## config.mk

```make
export PLATFORM = sky130hd
export DESIGN_NAME = display_scan_controller
export DESIGN_NICKNAME = d
export VERILOG_FILES = /design/src/rtl/display_scan_controller_pkg.sv /design/src/rtl/hex_to_seven_seg.sv /design/src/rtl/display_scan_controller.sv
export SDC_FILE = /design/constraint.sdc
export NUM_CORES = 1
export LEC_CHECK = 0
export CORE_MARGIN = 2
export CORE_UTILIZATION = 56
export DETAILED_ROUTE_END_ITERATION = 8
export PLACE_DENSITY_LB_ADDON = 0.3
export SLEW_MARGIN = 20
export SYNTH_ARGS = -nofsm -noshare
export SYNTH_HDL_FRONTEND = slang
export SYNTH_SLANG_ARGS = --single-unit
```

## constraint.sdc

```tcl
create_clock -name i_clk -period 4.45 [get_ports i_clk]
set_input_delay 0.6675 -clock i_clk [delete_from_list [all_inputs] [get_ports i_clk]]
set_output_delay 0.6675 -clock i_clk [all_outputs]
set_load 0.02 [all_outputs]
```

## src/rtl/display_scan_controller_pkg.sv

```systemverilog
// Shared constants for the seven-segment display path: active-low segment
// patterns {g,f,e,d,c,b,a} and the digit count of the display.
package display_scan_controller_pkg;

  localparam int unsigned DIGITS = 4;
  localparam int unsigned DIGIT_W = 2;

  typedef logic [DIGIT_W-1:0] digit_idx_t;
  typedef logic [6:0]         seg_t;

  localparam seg_t SEG_0     = 7'b1000000;
  localparam seg_t SEG_1     = 7'b1111001;
  localparam seg_t SEG_2     = 7'b0100100;
  localparam seg_t SEG_3     = 7'b0110000;
  localparam seg_t SEG_4     = 7'b0011001;
  localparam seg_t SEG_5     = 7'b0010010;
  localparam seg_t SEG_6     = 7'b0000010;
  localparam seg_t SEG_7     = 7'b1111000;
  localparam seg_t SEG_8     = 7'b0000000;
  localparam seg_t SEG_9     = 7'b0010000;
  localparam seg_t SEG_A     = 7'b0001000;
  localparam seg_t SEG_B     = 7'b0000011;
  localparam seg_t SEG_C     = 7'b1000110;
  localparam seg_t SEG_D     = 7'b0100001;
  localparam seg_t SEG_E     = 7'b0000110;
  localparam seg_t SEG_F     = 7'b0001110;
  localparam seg_t SEG_BLANK = 7'b1111111;

endpackage

```

## src/rtl/hex_to_seven_seg.sv

```systemverilog
// Combinational hex nibble to active-low seven-segment decoder.
module hex_to_seven_seg
  import display_scan_controller_pkg::*;
(
  input  logic [3:0] i_nibble,
  output logic [6:0] o_seg
);

  always_comb begin
    o_seg = SEG_BLANK;
    unique case (i_nibble)
      4'h0: o_seg = SEG_0;
      4'h1: o_seg = SEG_1;
      4'h2: o_seg = SEG_2;
      4'h3: o_seg = SEG_3;
      4'h4: o_seg = SEG_4;
      4'h5: o_seg = SEG_5;
      4'h6: o_seg = SEG_6;
      4'h7: o_seg = SEG_7;
      4'h8: o_seg = SEG_8;
      4'h9: o_seg = SEG_9;
      4'hA: o_seg = SEG_A;
      4'hB: o_seg = SEG_B;
      4'hC: o_seg = SEG_C;
      4'hD: o_seg = SEG_D;
      4'hE: o_seg = SEG_E;
      4'hF: o_seg = SEG_F;
      default: o_seg = SEG_BLANK;
    endcase
  end

endmodule

```

## src/rtl/display_scan_controller.sv

```systemverilog
// Four-digit seven-segment scan controller: prescaled digit stepping, frame-
// synchronous double-buffered value, and optional leading-zero blanking.
module display_scan_controller
  import display_scan_controller_pkg::*;
#(
  parameter int unsigned REFRESH_DIV = 100000,
  parameter int unsigned CNT_W       = 17
) (
  input  logic                    i_clk,
  input  logic                    i_rst,
  input  logic                    i_load,
  input  logic [4*DIGITS-1:0]     i_value,
  input  logic [DIGITS-1:0]       i_dp_mask,
  input  logic                    i_blank_lz,
  output logic [DIGIT_W-1:0]      o_display_choice,
  output logic [6:0]              o_seg,
  output logic                    o_dp,
  output logic                    o_frame_done
);

  logic [CNT_W-1:0]      r_presc;
  digit_idx_t            r_choice;
  logic [4*DIGITS-1:0]   r_active;
  logic [DIGITS-1:0]     r_active_dp;
  logic [4*DIGITS-1:0]   r_pend;
  logic [DIGITS-1:0]     r_pend_dp;
  logic                  r_pend_valid;
  logic [6:0]            r_seg;
  logic                  r_dp;
  logic                  r_frame_done;

  logic                  w_tick;
  logic                  w_frame_end;
  logic                  w_xfer;
  digit_idx_t            w_next_choice;
  logic [4*DIGITS-1:0]   w_next_active;
  logic [DIGITS-1:0]     w_next_dp;
  logic [3:0]            w_nibble;
  logic [DIGITS-1:0]     w_lz;
  logic                  w_blank;
  logic [6:0]            w_dec_seg;

  assign w_tick        = (r_presc == CNT_W'(REFRESH_DIV - 1));
  assign w_frame_end   = w_tick && (r_choice == digit_idx_t'(DIGITS - 1));
  assign w_xfer        = w_frame_end && r_pend_valid;
  assign w_next_choice = r_choice + digit_idx_t'(1);

  // Segments are computed for the digit about to be shown, from the value it
  // will be shown with, so index and segments change on the same edge.
  assign w_next_active = w_xfer ? r_pend    : r_active;
  assign w_next_dp     = w_xfer ? r_pend_dp : r_active_dp;

  always_comb begin
    w_nibble = 4'h0;
    unique case (w_next_choice)
      2'd0: w_nibble = w_next_active[3:0];
      2'd1: w_nibble = w_next_active[7:4];
      2'd2: w_nibble = w_next_active[11:8];
      2'd3: w_nibble = w_next_active[15:12];
      default: w_nibble = 4'h0;
    endcase
  end

  // w_lz[n]: every nibble from the top digit down to n is zero.
  always_comb begin
    w_lz    = '0;
    w_lz[3] = (w_next_active[15:12] == 4'h0);
    w_lz[2] = w_lz[3] && (w_next_active[11:8] == 4'h0);
    w_lz[1] = w_lz[2] && (w_next_active[7:4] == 4'h0);
    w_lz[0] = 1'b0;
  end

  assign w_blank = i_blank_lz && w_lz[w_next_choice];

  hex_to_seven_seg u_hex_to_seven_seg (
    .i_nibble (w_nibble),
    .o_seg    (w_dec_seg)
  );

  always_ff @(posedge i_clk) begin
    if (i_rst) begin
      r_presc      <= '0;
      r_choice     <= '0;
      r_active     <= '0;
      r_active_dp  <= '0;
      r_pend       <= '0;
      r_pend_dp    <= '0;
      r_pend_valid <= 1'b0;
      r_seg        <= SEG_0;
      r_dp         <= 1'b1;
      r_frame_done <= 1'b0;
    end else begin
      r_presc      <= w_tick ? '0 : r_presc + CNT_W'(1);
      r_frame_done <= w_frame_end;

      if (w_tick) begin
        r_choice <= w_next_choice;
        r_seg    <= w_blank ? SEG_BLANK : w_dec_seg;
        r_dp     <= ~w_next_dp[w_next_choice];
      end

      if (w_xfer) begin
        r_active    <= r_pend;
        r_active_dp <= r_pend_dp;
      end

      // A load coincident with a transfer refills pending and keeps it valid.
      if (i_load) begin
        r_pend       <= i_value;
        r_pend_dp    <= i_dp_mask;
        r_pend_valid <= 1'b1;
      end else if (w_xfer) begin
        r_pend_valid <= 1'b0;
      end
    end
  end

  assign o_display_choice = r_choice;
  assign o_seg            = r_seg;
  assign o_dp             = r_dp;
  assign o_frame_done     = r_frame_done;

endmodule

```

-- Word-level counts from Yosys, hierarchy flattened
Memory sizes are Yosys's and may differ from the RTL's.
Cells that the tools add are included.
- register bits: 69
- memory bits (read-only): 112
- input port bits: 24
- memories: 1
- memory list (memory ; depth ; width ; rd ports ; clocked after Yosys merged registers in ; wr ports ; RTL line ; text):
    (name not given) ; 16 ; 7 ; 1 ; 0 ; 0 ; hex_to_seven_seg.sv:11 ; unique case (i_nibble)
- $add $sub $neg: 2
- order comparisons: 1
- equality and inequality tests: 5
- mux-type cells: 10
- bitwise gates (word level): 1
- reduce and logical (&&, ||, !) cells: 11
- operators with widths (cell ; number):
    $add 17x1->17 const B ; 1
    $eq 17x17->1 const B ; 1
    $mux 16 ; 1
    $pmux 4 s4 ; 1
    $logic_not 4->1 ; 3
    $mux 7 ; 1
    $eq 2x2->1 const B ; 3
    $logic_and 1x1->1 ; 5
    $bmux 1 s2 ; 2
    $mux 1 ; 4
    $mux 4 ; 1
    $lt 2x3->1 const B ; 1
    $add 2x1->2 const B ; 1
    $eq 2x1->1 const B ; 1
    $logic_not 2->1 ; 1
    $reduce_bool 2->1 ; 1
    $reduce_or 2->1 ; 1
    $not 1->1 ; 1

-- Logic depth before layout (Yosys ltp)
Gate-level depths: netlist of run 1.
- depth in word-level cells: 11
- depth in mapped cells: 14

-- By module
From an unflattened synthesis of run 1, not the netlist that was laid out.
- cell total of the unflattened synthesis: 353
- area total of the unflattened synthesis: 3286.9 µm²
- modules (own cells, without submodules) (module ; times used ; cells each ; area an instance (µm²) ; seq. area each (µm²)):
    display_scan_controller ; 1 ; 321 ; 3011.6 ; 1381.3
    hex_to_seven_seg ; 1 ; 32 ; 275.3 ; 0.0

-- Worst setup path before layout of run 1
Ideal clock, no wire load.
- path type: register -> register
- from: register r_presc[8]
- to: register r_seg[2], in the netlist o_seg[2]
- setup time: 0.079 ns
- data arrival time: 3.067 ns
- slack: 1.303 ns
- cell stages (with the launch flop): 12
- clock period less this slack: 3.147 ns
- cell sequence: dfxtp_1 or4_4 or4_4 buf_6 o21ai_1 nand2_1 a2111oi_4 or2_2 inv_1 ha_1 o31a_1 a211oi_2
- longest elaborated chain between the ends: 11
- elaborated cells between the ends (all ways): 15
- classes of those cells: eq/ne (1); mux (5); reduce/logical (8); memory (1)
- ends and longest elaborated chain (what ; RTL line ; text):
    start: declaration ; display_scan_controller.sv:21 ; logic [CNT_W-1:0] r_presc;
    start signal: assignment ; display_scan_controller.sv:93 ; r_presc <= w_tick ? '0 : r_presc + CNT_W'(1);
    $eq 17x17->1 * ; display_scan_controller.sv:43 ; assign w_tick = (r_presc == CNT_W'(REFRESH_DIV - 1));
    parallel branches: the longest is 10 deep, another holds $mem_v2 16x7 ; -- ;
    end signal: assignment ; display_scan_controller.sv:98 ; r_seg <= w_blank ? SEG_BLANK : w_dec_seg;
    end: declaration ; display_scan_controller.sv:28 ; logic [6:0] r_seg;
Every way passes the cells marked *. The select of a mux whose other input is x is not followed.
A chain may end at the register's enable or synchronous reset.

-- Worst setup path after layout of run 1
- from: register r_presc[0]
- to: register r_seg[2], in the netlist o_seg[2]
The elaborated chain is that of the path after synthesis.

==> results of run 1 <==
-- worst min-delay path: cells and delay by family (launching register included) --
kind	cells	cell delay, ns
DFF	1	0.32
and+or+nand+nor	2	0.11
-- per-stage QoR --
| step | worst slack [ns] | hold WS, ns | total power, W |
|---|---|---|---|
| 3_3_place_gp | 1.13 | 0.440 | 0.000716 |
| 4_1_cts | 0.966 | 0.482 | 0.00121 |
| 6_report | 0.941 | 0.477 | 0.00120 |
| 3_5_place_dp | 0.985 | 0.469 | 0.000717 |
| 5_1_grt | 0.690 | 0.498 | 0.00124 |
| 2_1_floorplan | 1.30 | 0.426 | 0.000687 |
-- cell usage in the layout, fill, tap and decap left out, drive strengths merged, types with 2 or more instances in the layout --
cell type and n:
a211oi 2, a21boi 6, a21oi 18, a311o 2
a31oi 4, and2 5, and3 7, buf 4
clkbuf 11, clkdlybuf4s50 33, clkinv 3, dfxtp 69
ha 12, inv 9, mux2 4, mux2i 31
nand2 23, nand3 17, nand4 4, nor2 56
nor3 5, nor4 6, o21a 2, o21ai 15
o311ai 2, or2 2, or4 4, xnor2 5
xor2 10
-- per-layer routing --
metal / wire, um / up-vias / part of all wire (%)
met4: 106 / 0 / 1.5
met1: 3130 / 1272 / 44
met2: 3540 / 88 / 49
met3: 384 / 11 / 5.4
met5: 0 / - / 0
li1: - / 1319 / -
-- cell type report --
type / count / share of cell area, %
Inverter: 9 / 0.877
Multi-Input combinational cell: 261 / 46.7
Sequential cell: 69 / 35.9
Clock inverter: 4 / 1.27
Clock buffer: 11 / 3.67
Tap cell: 72 / 2.34
Timing Repair Buffer: 37 / 9.29
-- worst paths after layout --
kind         cells after the start       end  slack, ns       start
max                             11  o_seg[2]       0.94  r_presc[0]
min                              2      o_dp       0.48        o_dp
max reg2reg                     11  o_seg[2]       0.94  r_presc[0]
min reg2reg                      2      o_dp       0.48        o_dp
-- cell families (layout without fill, tap and decap cells) --
kind of cell               Yosys count  count (layout)  share of synthesized area, %
adders and majority gates           12              12                          4.54
xor gates and xnor gates            15              15                          3.97
buffers and inverters               26              61                          4.12
and+or+nand+nor                    136             136                          20.6
DFF                                 69              69                          41.8
AOI/OAI and AO/OA                   62              62                          13.6
muxes                               36              36                          11.4
-- sequential cells by signal, summed over array words and instances, names as in the netlist --
signal	count
o_seg	7
r_pend	16
o_frame_done	1
r_pend_dp	4
o_dp	1
o_display_choice	2
r_active_dp	4
r_pend_valid	1
r_presc	17
r_active	16
-- where the power goes --
part | internal [W] | switching (W) | total, W
clock | 0.000270 | 0.000229 | 0.000499
combinational | 0.0000335 | 0.0000268 | 0.0000603
sequential | 0.000631 | 0.0000116 | 0.000643
total | 0.000935 | 0.000267 | 0.00120
==> metrics.cfg, run 1 <==
[outcome]
status=completed

[grt]
met2_usage_pct=41.3
first_global_vias=2651
grt_util_all_layers_pct=23.9
grt_max_degree=45
grt_pass1_wl_um=12200
grt-ovfl-total=0
top_usage_layer=met2
grtUsageMet3_pct=6.78
antenna_found_initial=0
grt_use_met1_pct=28.2

[drt]
ant_nets=0
post-route-drc-count=0
routedWlPerCell_um=15.5
viasPerCell=5.81
drtIter0Drc=216
wl_um=7160
vias=2690
dr.pass1.iters=4

[pwr]
pwr_density_cell_nw_per_um2=312
vdd.ir_drop.worst_uv=241
p_leak_nw=1.50

[clocking]
clkTransAtPathRegs_ns=0.07
numCtsBuffers=9
post-cts-setup-buffer-count=0
cts.repair.resized=0
htreeDepth=3
cts-hold-fix-buffers=0
cts.sinks=69
cts_tree=built
clk_latency_ns=0.34
clockBufferDepth=2
cts-root-buf=clkbuf_8

[synthesis]
synth_edf_count=0
mappedNetlistArea_um2=3310
syn_avg_cell_area_um2=9.29
postSynthCellCount=356
synthArstFlopShare_pct=0
synthFlopType=dfxtp_1
seq_area_frac_synth_pct=41.8
synth_warnings=0
yosys-top-cells-area=dfxtp_1, mux2i_1, nor2_1
synth_top_area_share_pct=41.8
yosysTopAreaCell=dfxtp_1
ys_types=62
ys_seq_elements=69
syn_nets=392
ys_top_cells_by_count=dfxtp_1, nor2_1, mux2i_1
synth_most_common_cell=dfxtp_1

[cells_and_area]
final_area_um2=3850
area_growth_pct=16.5
postLayoutCoreUtil_pct=68.7
num-fill-cells=473
multi_input_area_um2=1800
nets=423
antenna_cells_inserted=0
finalNonFillerCells=463
seq_area_um2=1380
drive_gt1_share_pct=9.46

[critical_path]
critPathMaxFanout=23
crit_chain=ha_1 -> nand4_1 -> or4_4 -> nor2_8 -> mux2i_1 -> and2_1 -> or2_2 -> inv_1 -> ha_1 -> o31a_1 -> a211oi_2
cp.required_ns=4.71
critical_path_arrival_ns=3.77
crit_top_cell=ha_1
critical_path.max_stage_delay_ns=0.68
endpoint_kind=flip-flop
cp_top_family=simple AND/OR/NAND/NOR gates
crit_path_top_delay_cell=or4_4
path_buf_inv=1
crit_type=reg -> reg
startpoint_type=flip-flop

[timing]
finalSetupViolCount=0
finalSetupTns_ns=0
fin_crit_sh_pct=78.9
finalHoldViolCount=0
drv_slew=0
max_freq_mhz=285
worst-slew-pin-transition_ns=0.607
maxSlewHeadroom_pct=59.5
rsz0062_at_grt=false
finClkSkew_ns=0.00774
fin_crit_ns=3.51

[floorplanning]
core_um2=5610
io_pins=35
initial_core_util_pct=59.0
die_area_um2=6540
die_w_um=80.9
rows=27
dieHeight_um=80.9

[placed_design]
place_area_um2=3660
portBuffers=34
post-place-cells=448
gp_congestion=0.930
hpwlAfterDp_um=4980

[worst_hold_path]
hold_path_class=reg -> reg

[run]
cap_violations=0

(Power assumes the default switching activity.)
==> run 2: changes to the inputs <==
CORE_UTILIZATION = 51   (was 56)
clock period = 2.9 ns   (was 4.45 ns; I/O delays follow)
==> metrics.cfg, run 2 (synthesis results as in run 1) <==
[outcome]
status=finished with violations
failed_checks=setup timing

[pwr]
p_switching_w=0.000426  ; +59%
p_comb_share_pct=5.6  ; +0.6 points
vdd.ir_drop.worst_uv=354  ; +47%
p_leak_nw=1.78  ; +18%
pwr_density_cell_nw_per_um2=412  ; +32%
p_sw_share_pct=23.6  ; +1.4 points
finalPower_w=0.00180  ; +50%
clockPowerShare_pct=39.8  ; -1.7 points
p_seq_share_pct=54.6  ; +1.1 points
internal-power_w=0.00138  ; +48%

[drt]
dr.pass1.iters=5  ; +1
drtIter0Drc=118  ; -45%
post-route-drc-count=0  ; unchanged
dr_wl_met2_um=3710  ; +4.9%
wl_um=8020  ; +12%
wl_met3_um=349  ; -9.1%
viasPerCell=5.51  ; -5.1%
routed.top_layer=met4
ant_nets=0  ; unchanged
routedWlPerCell_um=15.4  ; -0.20%
vias=2866  ; +6.5%
met1Wirelength_um=3800  ; +21%

[floorplanning]
dieHeight_um=84.5  ; +4.6%
core_um2=6310  ; +13%
die_w_um=84.5  ; +4.6%
rows=29  ; +7.4%
initial_core_util_pct=52.4  ; -6.6 points
io_pins=35  ; unchanged
die_area_um2=7150  ; +9.3%

[cells_and_area]
reg_top3=r_presc x17, r_active x16, r_pend x16
multi_input_area_um2=1910  ; +6.3%
largest_reg_flops=17  ; unchanged
layout_common_cells=dfxtp_1, nor2_1, buf_4, clkdlybuf4s50_1, mux2i_1
area_growth_pct=32.5
nets=474  ; +12%
regMostFlops=r_presc
postLayoutCoreUtil_pct=69.4  ; +0.74 points
drive_gt1_share_pct=24.8  ; +15 points
antenna_cells_inserted=0  ; unchanged
seq_area_um2=1380  ; +0.18%
final_common_cell=dfxtp_1
num-fill-cells=503  ; +6.3%

[grt]
antenna_found_initial=0  ; unchanged
grt_max_degree=44  ; -2.2%
grt-ovfl-total=0  ; unchanged
grt_util_all_layers_pct=23.3  ; -0.58 points
first_global_vias=2770  ; +4.5%
grt_pass1_wl_um=13200  ; +8.3%

[timing]
finalSetupViolCount=7  ; +7
rsz0062_at_grt=true
finalSetupTns_ns=-0.837  ; -0.837 ns
finClkSkew_ns=0.0103  ; +0.00255 ns
fin_crit_ns=3.06  ; -0.450 ns
max_freq_mhz=327  ; +15%
finalHoldViolCount=0  ; unchanged
worst-slew-pin-transition_ns=0.514  ; -0.0925 ns
maxSlewHeadroom_pct=65.6  ; +6.1 points
fin_crit_sh_pct=105  ; +27 points
drv_slew=0  ; unchanged
holdWs_ns=0.465  ; -0.0121 ns
layout_setup_ws_ns=-0.159  ; -1.10 ns

[clocking]
cts-root-buf=clkbuf_8
clockBufferDepth=2  ; unchanged
cts.sinks=69  ; unchanged
cts_tree=built
numCtsBuffers=9  ; unchanged
clkTransAtPathRegs_ns=0.08  ; about the same
htreeDepth=3  ; unchanged
clk_latency_ns=0.35  ; about the same

[worst_hold_path]
hold_path_class=reg -> reg
hold_start=r_active[1]
hold_path_end=r_active[1]
min_path_cells=2  ; unchanged

[run]
cap_violations=0  ; unchanged

[critical_path]
startpoint_type=flip-flop
crit_chain=or4_4 -> or4_4 -> buf_12 -> nor2_8 -> buf_6 -> a31oi_2 -> a31oi_2 -> inv_2 -> ha_1 -> a211o_1 -> a31oi_1
r2r-end=o_seg[3]
cp.required_ns=3.17  ; -1.54 ns
critical_path_arrival_ns=3.33  ; -0.44 ns
crit_type=reg -> reg
critPathMaxFanout=6  ; -74%
critical_path.max_stage_delay_ns=0.53  ; -0.15 ns
r2r-start=r_presc[8]
crit_path_top_delay_cell=or4_4
reg2reg_slack_ns=-0.16  ; -1.10 ns
reg2reg_depth=11  ; unchanged
endpoint_kind=flip-flop

[placed_design]
hpwlAfterDp_um=5490  ; +10%
place_ws_ns=-0.203  ; -1.19 ns
portBuffers=34  ; unchanged
gp_congestion=0.939  ; +0.95%

## run 2: through the flow
| step | instances | cell area (um^2) |
|---|---|---|
| after global routing | 520 | 4380 |
| after detailed placement | 495 | 4010 |
| final | 520 | 4380 |
| after floorplan | 356 | 3330 |
| after CTS | 519 | 4290 |
| after global placement | 495 | 4010 |
## run 2: worst max path at each step
stage | from | to | depth (start not counted)
floorplan | r_presc[8] | o_seg[6] | 12
global placement | r_presc[8] | o_seg[2] | 10
detailed placement | r_presc[8] | o_seg[2] | 10
CTS | r_presc[8] | o_seg[2] | 11
global route | r_presc[8] | o_seg[1] | 11
finish | r_presc[8] | o_seg[3] | 11
## run 2: routing by layer
metal | track usage, % | up-vias
li1 | - | 1426
met1 | 31.0 | 1360
met2 | 37.2 | 65
met3 | 4.13 | 15
met4 | 10.2 | 0
met5 | 0 | -
## run 2: final cells by class
| type | count | share of cell area [%] |
|---|---|---|
| sequential | 69 | 31.6 |
| clock buffer | 12 | 3.54 |
| inverter | 9 | 0.828 |
| tap | 77 | 2.20 |
| multi-input combinational | 261 | 43.6 |
| timing repair buffer | 88 | 17.7 |
| clock inverter | 4 | 0.514 |
## run 2: power groups by stage
stage               sequential, W  clock (W)  combinational, W
global placement          0.00101          0          0.000100
detailed placement        0.00101          0          0.000103
floorplan                 0.00100          0         0.0000530
CTS                      0.000984   0.000726          0.000103
global route             0.000988   0.000771          0.000112
finish                   0.000985   0.000718          0.000102
## run 2: timing repair
item	in CTS	in global routing
buffers inserted	9	0
hold buffers	0	0
resized for setup	16	19
endpoints found under the setup margin	7	7
pin swaps	10	6
cloned	0	1
## run 2: critical path: cells and delay by family, from the launching register on
kind,cells,cell delay (ns)
DFF,1,0.32
adders and majority gates,1,0.33
buffers and inverters,3,0.41
AOI/OAI and AO/OA,4,0.77
and+or+nand+nor,3,1.16
